--- src/rtl/qea_ctrl_loader_if.sv ---
// Upstream context-word stream into the QEA control loader.
interface qea_ctrl_loader_if #(
  parameter int DATA_WIDTH = 32
);
  logic                    valid;
  logic                    ready;
  logic [2*DATA_WIDTH-1:0] data;

  modport master (output valid, output data, input ready);
  modport slave  (input valid, input data, output ready);
endinterface

--- src/rtl/qea_ctrl_loader.sv ---
// QEA job loader: streams gate context into the context RAM, seeds the state RAM
// with |0...0>, kicks the QEA and measures its execution time.
module qea_ctrl_loader #(
  parameter int PE_NUM                  = 4,
  parameter int DATA_WIDTH              = 32,
  parameter int STATE_ADDR_WIDTH        = 16,
  parameter int GATE_CONTEXT_ADDR_WIDTH = 16,
  parameter int MAX_QBIT_WIDTH          = 6,
  parameter int NUM_FRAC_BIT            = 30,
  parameter int CNT_WIDTH               = 32
) (
  input  logic                                 clk,
  input  logic                                 rst,
  input  logic                                 i_cfg_start,
  input  logic [MAX_QBIT_WIDTH-1:0]            i_qbit_num,
  input  logic [GATE_CONTEXT_ADDR_WIDTH:0]     i_ins_num,
  qea_ctrl_loader_if.slave                     ctx,
  output logic                                 o_ctx_en,
  output logic                                 o_ctx_wea,
  output logic [GATE_CONTEXT_ADDR_WIDTH-1:0]   o_ctx_addr,
  output logic [2*DATA_WIDTH-1:0]              o_ctx_data,
  output logic                                 o_state_ena,
  output logic                                 o_state_wea,
  output logic [STATE_ADDR_WIDTH-1:0]          o_state_addra,
  output logic [PE_NUM*2*DATA_WIDTH-1:0]       o_state_dina,
  output logic                                 o_qea_start,
  input  logic                                 i_qea_complete,
  output logic                                 o_busy,
  output logic                                 o_done,
  output logic                                 o_err,
  output logic [CNT_WIDTH-1:0]                 o_cycle_cnt
);
  localparam int GW  = GATE_CONTEXT_ADDR_WIDTH;
  localparam int SW  = STATE_ADDR_WIDTH;
  localparam int MQW = MAX_QBIT_WIDTH;
  localparam int SWD = PE_NUM*2*DATA_WIDTH;
  localparam logic [DATA_WIDTH-1:0] ONE   = DATA_WIDTH'(1) << NUM_FRAC_BIT;
  localparam logic [SWD-1:0]        WORD0 = {ONE, {(SWD-DATA_WIDTH){1'b0}}};

  typedef enum logic [2:0] {
    S_IDLE, S_LOAD_CTX, S_INIT_STATE, S_START, S_WAIT, S_DONE
  } state_e;

  state_e              state_q, state_d;
  logic [MQW-1:0]      qbit_q, qbit_d;
  logic [GW:0]         ins_q, ins_d, xfer_q, xfer_d;
  logic                ctx_ready_q, ctx_ready_d, ctx_en_q, ctx_en_d;
  logic [GW-1:0]       ctx_addr_q, ctx_addr_d;
  logic [2*DATA_WIDTH-1:0] ctx_data_q, ctx_data_d;
  logic                st_ena_q, st_ena_d;
  logic [SW-1:0]       st_addr_q, st_addr_d;
  logic [SWD-1:0]      st_din_q, st_din_d;
  logic                start_q, start_d, busy_q, busy_d, done_q, done_d, err_q, err_d;
  logic [CNT_WIDTH-1:0] cnt_q, cnt_d;
  logic [SW:0]         st_words;
  logic                xfer;

  assign st_words = (SW+1)'(1) << (qbit_q - MQW'(2));
  assign xfer     = ctx.valid && ctx_ready_q;

  always_comb begin
    state_d    = state_q;
    qbit_d     = qbit_q;
    ins_d      = ins_q;
    xfer_d     = xfer_q;
    ctx_en_d   = 1'b0;
    ctx_addr_d = '0;
    ctx_data_d = '0;
    st_addr_d  = '0;
    err_d      = 1'b0;
    cnt_d      = cnt_q;
    case (state_q)
      S_IDLE: if (i_cfg_start) begin
        if (i_qbit_num < MQW'(2) || i_qbit_num > MQW'(SW+2)) begin
          err_d = 1'b1;
        end else begin
          qbit_d  = i_qbit_num;
          ins_d   = i_ins_num;
          xfer_d  = '0;
          state_d = (i_ins_num == '0) ? S_INIT_STATE : S_LOAD_CTX;
        end
      end
      S_LOAD_CTX: if (xfer) begin
        ctx_en_d   = 1'b1;
        ctx_addr_d = xfer_q[GW-1:0];
        ctx_data_d = ctx.data;
        xfer_d     = xfer_q + (GW+1)'(1);
        if (xfer_q == ins_q - (GW+1)'(1)) state_d = S_INIT_STATE;
      end
      S_INIT_STATE: begin
        if ({1'b0, st_addr_q} == st_words - (SW+1)'(1)) state_d = S_START;
        else st_addr_d = st_addr_q + SW'(1);
      end
      S_START: state_d = S_WAIT;
      S_WAIT: begin
        if (cnt_q != '1) cnt_d = cnt_q + CNT_WIDTH'(1);
        // count is still zero only in the first WAIT cycle, where completion is ignored
        if (cnt_q != '0 && i_qea_complete) state_d = S_DONE;
      end
      S_DONE: state_d = S_IDLE;
      default: state_d = S_IDLE;
    endcase
    ctx_ready_d = (state_d == S_LOAD_CTX);
    st_ena_d    = (state_d == S_INIT_STATE);
    st_din_d    = (st_ena_d && st_addr_d == '0) ? WORD0 : '0;
    start_d     = (state_d == S_START);
    if (start_d) cnt_d = '0;
    busy_d      = (state_d != S_IDLE);
    done_d      = (state_d == S_DONE);
  end

  always_ff @(posedge clk or posedge rst) begin
    if (rst) begin
      state_q     <= S_IDLE;
      qbit_q      <= '0;
      ins_q       <= '0;
      xfer_q      <= '0;
      ctx_ready_q <= 1'b0;
      ctx_en_q    <= 1'b0;
      ctx_addr_q  <= '0;
      ctx_data_q  <= '0;
      st_ena_q    <= 1'b0;
      st_addr_q   <= '0;
      st_din_q    <= '0;
      start_q     <= 1'b0;
      busy_q      <= 1'b0;
      done_q      <= 1'b0;
      err_q       <= 1'b0;
      cnt_q       <= '0;
    end else begin
      state_q     <= state_d;
      qbit_q      <= qbit_d;
      ins_q       <= ins_d;
      xfer_q      <= xfer_d;
      ctx_ready_q <= ctx_ready_d;
      ctx_en_q    <= ctx_en_d;
      ctx_addr_q  <= ctx_addr_d;
      ctx_data_q  <= ctx_data_d;
      st_ena_q    <= st_ena_d;
      st_addr_q   <= st_addr_d;
      st_din_q    <= st_din_d;
      start_q     <= start_d;
      busy_q      <= busy_d;
      done_q      <= done_d;
      err_q       <= err_d;
      cnt_q       <= cnt_d;
    end
  end

  assign ctx.ready     = ctx_ready_q;
  assign o_ctx_en      = ctx_en_q;
  assign o_ctx_wea     = ctx_en_q;
  assign o_ctx_addr    = ctx_addr_q;
  assign o_ctx_data    = ctx_data_q;
  assign o_state_ena   = st_ena_q;
  assign o_state_wea   = st_ena_q;
  assign o_state_addra = st_addr_q;
  assign o_state_dina  = st_din_q;
  assign o_qea_start   = start_q;
  assign o_busy        = busy_q;
  assign o_done        = done_q;
  assign o_err         = err_q;
  assign o_cycle_cnt   = cnt_q;
endmodule

--- src/flat_wrapper.sv ---
// flat-port wrapper written by rule: the top's interface ports become plain ports
module qea_ctrl_loader_flat 
#(
  parameter int PE_NUM                  = 4,
  parameter int DATA_WIDTH              = 32,
  parameter int STATE_ADDR_WIDTH        = 16,
  parameter int GATE_CONTEXT_ADDR_WIDTH = 16,
  parameter int MAX_QBIT_WIDTH          = 6,
  parameter int NUM_FRAC_BIT            = 30,
  parameter int CNT_WIDTH               = 32
)
  (clk, rst, i_cfg_start, i_qbit_num, i_ins_num, o_ctx_en, o_ctx_wea, o_ctx_addr, o_ctx_data, o_state_ena, o_state_wea, o_state_addra, o_state_dina, o_qea_start, i_qea_complete, o_busy, o_done, o_err, o_cycle_cnt, ctx_valid, ctx_data, ctx_ready);
  qea_ctrl_loader_if #(.DATA_WIDTH(DATA_WIDTH)) ctx_i ();
  input  logic clk;
  input  logic rst;
  input  logic i_cfg_start;
  input  logic [MAX_QBIT_WIDTH-1:0] i_qbit_num;
  input  logic [GATE_CONTEXT_ADDR_WIDTH:0] i_ins_num;
  output logic o_ctx_en;
  output logic o_ctx_wea;
  output logic [GATE_CONTEXT_ADDR_WIDTH-1:0] o_ctx_addr;
  output logic [2*DATA_WIDTH-1:0] o_ctx_data;
  output logic o_state_ena;
  output logic o_state_wea;
  output logic [STATE_ADDR_WIDTH-1:0] o_state_addra;
  output logic [PE_NUM*2*DATA_WIDTH-1:0] o_state_dina;
  output logic o_qea_start;
  input  logic i_qea_complete;
  output logic o_busy;
  output logic o_done;
  output logic o_err;
  output logic [CNT_WIDTH-1:0] o_cycle_cnt;
  input wire logic [$bits(ctx_i.valid)-1:0] ctx_valid;
  input wire logic [$bits(ctx_i.data)-1:0] ctx_data;
  output wire logic [$bits(ctx_i.ready)-1:0] ctx_ready;
  assign ctx_i.valid = ctx_valid;
  assign ctx_i.data = ctx_data;
  assign ctx_ready = ctx_i.ready;
  qea_ctrl_loader #(.PE_NUM(PE_NUM), .DATA_WIDTH(DATA_WIDTH), .STATE_ADDR_WIDTH(STATE_ADDR_WIDTH), .GATE_CONTEXT_ADDR_WIDTH(GATE_CONTEXT_ADDR_WIDTH), .MAX_QBIT_WIDTH(MAX_QBIT_WIDTH), .NUM_FRAC_BIT(NUM_FRAC_BIT), .CNT_WIDTH(CNT_WIDTH)) u_core (.clk(clk), .rst(rst), .i_cfg_start(i_cfg_start), .i_qbit_num(i_qbit_num), .i_ins_num(i_ins_num), .ctx(ctx_i), .o_ctx_en(o_ctx_en), .o_ctx_wea(o_ctx_wea), .o_ctx_addr(o_ctx_addr), .o_ctx_data(o_ctx_data), .o_state_ena(o_state_ena), .o_state_wea(o_state_wea), .o_state_addra(o_state_addra), .o_state_dina(o_state_dina), .o_qea_start(o_qea_start), .i_qea_complete(i_qea_complete), .o_busy(o_busy), .o_done(o_done), .o_err(o_err), .o_cycle_cnt(o_cycle_cnt));
endmodule
--- config.mk ---
export PLATFORM = sky130hd
export DESIGN_NAME = qea_ctrl_loader_flat
export DESIGN_NICKNAME = d
export VERILOG_FILES = /design/src/rtl/qea_ctrl_loader_if.sv /design/src/rtl/qea_ctrl_loader.sv /design/src/flat_wrapper.sv
export SDC_FILE = /design/constraint.sdc
export NUM_CORES = 1
export LEC_CHECK = 0
export BUFFER_PORTS_ARGS = -buffer_cell sky130_fd_sc_hd__buf_2
export CORE_AREA = 4 4 189 191
export DETAILED_ROUTE_END_ITERATION = 6
export DIE_AREA = 0 0 193 195
export GPL_ROUTABILITY_DRIVEN = 0
export PLACE_DENSITY = 0.62
export REMOVE_ABC_BUFFERS = 1
export SLEW_MARGIN = 25
export SYNTH_ARGS = -nofsm -noshare
export SYNTH_HDL_FRONTEND = slang
export SYNTH_SLANG_ARGS = --single-unit
--- constraint.sdc ---
create_clock -name clk -period 6.7 [get_ports clk]
set_clock_uncertainty 0.15 [all_clocks]
set_input_delay 1.005 -clock clk [delete_from_list [all_inputs] [get_ports clk]]
set_output_delay 1.005 -clock clk [all_outputs]
set_load 0.02 [all_outputs]
==> summary.txt <==
Yosys
  • Most frequent cell after synthesis: buf_4
  • Mapped Cells: 1107
  • YS warnings: 0
  • Post-synth ARST share: 100%
  • Yosys reg bits: 179
  • Sequential share of the synthesized area: 42.3%
  • Synth top area share: 42.3%
  • Post-synth EDFFs: 0
  • Cell variety after synth: 72
  • Synth cell count leaders: 261 x buf_4, 179 x dfrtp_1, 102 x nor2_1
  • Cell accounting for the most synthesized area: dfrtp_1
  • Area contributors post-synth: dfrtp_1 42%, buf_4 19%, and2_1 4.8%, xor2_1 4.6%, nor2_1 3.6%
  • Syn avg cell area: 9.56 um^2
  • Cell Area, Synth: 10600 um^2
  • Top_reg_cell synth: dfrtp_1

Timing
  • Final hold viol count: 0
  • Final setup fails: 0
  • Final Cycle Share: 72.2%
  • Worst slew margin: 47.6%
  • RSZ-0062 raised after global routing: no
  • Setup_tns: 0 ns
  • Fmax: 0.207 GHz
  • Final min period: 4.83 ns
  • Worst slew pin tran: 0.781 ns
  • Final slew viol count: 0

CTS
  • CTS resizes: 0
  • Clk sinks: 179
  • Longest Clk Path Bufs: 2
  • CTS tree: built
  • Cts hold-fix bufs: 0
  • Clk_lat worst skew: 0.44 ns
  • Root Driver: clkbuf_16
  • H-tree depth: 4
  • CTS Buf Count: 17
  • Clk pin slew, worst setup/hold paths: 0.08 ns
  • Setup Buffers After CTS: 0

Power and ir drop
  • Peak VDD IR: 0.177 mV
  • Pwr/cell area: 316 nW/um^2
  • Total power: 3.74 mW
  • Pleak: 6.16 nW
  • P_sw: 1.51 mW
  • Internal: 2.23 mW
  • Clock power frac: 26.9%
  • Comb power frac: 35.4%
  • Sw Share: 40.4%
  • Sequential power share: 37.7%

Route
  • # DRC: 0
  • DRT iter0 DRCs: 392
  • Routed len/inst: 14.7 um
  • Routed wire length: 26300 um
  • Vias: 7584
  • TritonRoute pass-1 iters: 4
  • Vias/cell: 4.25
  • DRT antenna net count: 0

Floorplanning
  • Starting density of the core: 31.0%
  • Core Area: 34100 um^2
  • Top Ports: 485
  • DIE AREA: 37600 um^2
  • Number of cell rows: 68
  • Die W: 193 um
  • Chip height: 195 um

Finish
  • # nets final: 1413
  • Multi-input gate area: 4880 um^2
  • Layout area overhead: 11.6%
  • FILL cells: 3499
  • FF+latch area: 4480 um^2
  • Share of layout cells above drive strength 1: 22.7%

Global route
  • Largest net degree at the start of global routing: 84
  • First-pass GRT wire length: 39800 um
  • Grt total ovfl: 0
  • Initial antenna violation count: 5
  • Number of global-route vias before repair: 7044
  • Gr usage total: 13.3%

Setup path
  • Critical path's slowest cell: dfrtp_1
  • Worst setup EP type: flip-flop
  • CP required: 6.83 ns
  • Startpoint Class: flip-flop
  • Worst Path Arrival: 4.97 ns
  • Largest fanout on the critical path: 18
  • WS Path Type: flip-flop to flip-flop
  • CP peak stage delay: 0.68 ns
  • Top delay family on crit path: compound AO/OA/AOI/OAI gates
  • Worst path bufs/invs: 2
  • Crit path cell chain: inv_1 > ha_1 > nand3b_1 > a221oi_1 > nor3_1 > nand2b_1 > ha_1 > inv_1 > a221oi_1 > o21ai_0 > and4_1 > nor2_1 > xor2_1 > nand4b_4 > o21ai_2 > nor2_1

Run status
  • Status: finished clean

Min path
  • Worst hold path type: flip-flop to flip-flop

Placement
  • Number of port buffers: 229
  • HPWL after DPL: 19900 um

Flow run
  • Max-cap viol count: 0
-- worst reg2reg max path: cells and delay by family (launching register included) --
kind / cells / cell delay [ns]
simple gates: 7 / 1.36
xor+xnor: 1 / 0.25
flops: 1 / 0.68
buf+inv: 2 / 0.27
fa+ha+maj: 2 / 0.63
compound gates: 4 / 1.35
-- power by group through the flow --
stage,logic (mW),registers (mW),clock network [mW]
after CTS,1.32,1.41,1.05
after global placement,1.29,1.42,0
after floorplan,0.907,1.48,0
final,1.32,1.41,1.01
after global routing,1.44,1.44,1.10
after detailed placement,1.31,1.43,0
-- cells in the final DEF (no fill, tap or decap), types with 6 or more instances in the layout --
master,instances
nand3_1,36
clkinv_8,6
ha_1,7
nor2b_1,6
conb_1,255
inv_1,16
a31oi_1,7
and2_1,81
and4_1,6
dfrtp_1,179
nand4_1,13
mux2_2,15
nor2_1,102
a21oi_1,16
or3_1,9
nor3_1,15
xor2_1,56
xnor2_1,38
o21ai_0,25
nand2b_1,7
and3_1,17
buf_2,229
nand2_1,52
mux2i_1,6
clkbuf_16,17
nor4_1,18
buf_4,6
-- logic make-up after synthesis --
kind of cell	count (synthesis)	synth area share, %
AOI/OAI and AO/OA	94	6.07
xor gates and xnor gates	94	7.78
adders and majority gates	7	0.828
buffers and inverters	319	20.7
DFF	179	42.3
muxes	21	2.16
other	1	0.0354
and+or+nand+nor	392	20.1
-- layer usage --
layer,part of all wire [%],routed length (um),vias up,GRT usage (%)
met4,1.4,371,8,3.49
met5,0.18,48,-,0
li1,-,-,3588,-
met1,42,11000,3677,17.3
met3,7.5,1980,25,3.70
met2,49,12900,286,21.9
-- sequential cells by signal, summed over array words and instances (netlist names) --
register              flops
u_core.o_state_addra     16
u_core.o_err              1
u_core.o_ctx_addr        16
u_core.o_qea_start        1
u_core.ctx.ready          1
u_core.o_state_dina       1
u_core.qbit_q             6
u_core.o_done             1
u_core.xfer_q            17
u_core.o_cycle_cnt       32
u_core.state_q            3
u_core.ins_q             17
u_core.o_state_ena        1
u_core.o_ctx_data        64
u_core.o_ctx_en           1
u_core.o_busy             1
-- final timing paths --
path	start	slack [ns]	depth (start not counted)	end
worst max-delay path	u_core.qbit_q[1]	1.87	16	u_core.o_state_addra[8]
worst min-delay path	u_core.ins_q[14]	0.41	1	u_core.ins_q[14]
worst max register to register	u_core.qbit_q[1]	1.87	16	u_core.o_state_addra[8]
worst min register to register	u_core.ins_q[14]	0.41	1	u_core.ins_q[14]
max in group asynchronous	rst	4.65	3	u_core.o_cycle_cnt[6]
min in group asynchronous	rst	0.53	2	u_core.o_ctx_data[51]
-- area by class of cell --
cell class,count,area share [%]
Inverter,18,0.615
Sequential cell,179,37.9
Antenna cell,4,0.0848
Timing Repair Buffer,235,10.1
Clock inverter,15,1.56
Tap cell,455,4.82
Clock buffer,17,3.60
Multi-Input combinational cell,863,41.3
-- metrics by stage --
step,instances,hold slack [ns],setup WS (ns),util [%],cell area (um^2)
3_5_place_dp,1750,0.396,1.97,32.8,11200
6_report,1786,0.412,1.87,34.6,11800
3_3_place_gp,1750,0.394,2.16,32.8,11200
5_1_grt,1783,0.438,1.54,34.6,11800
2_1_floorplan,1060,0.351,0.686,-,9420
4_1_cts,1782,0.413,1.91,34.6,11800
Note: power is estimated with default switching activity, not from simulation.
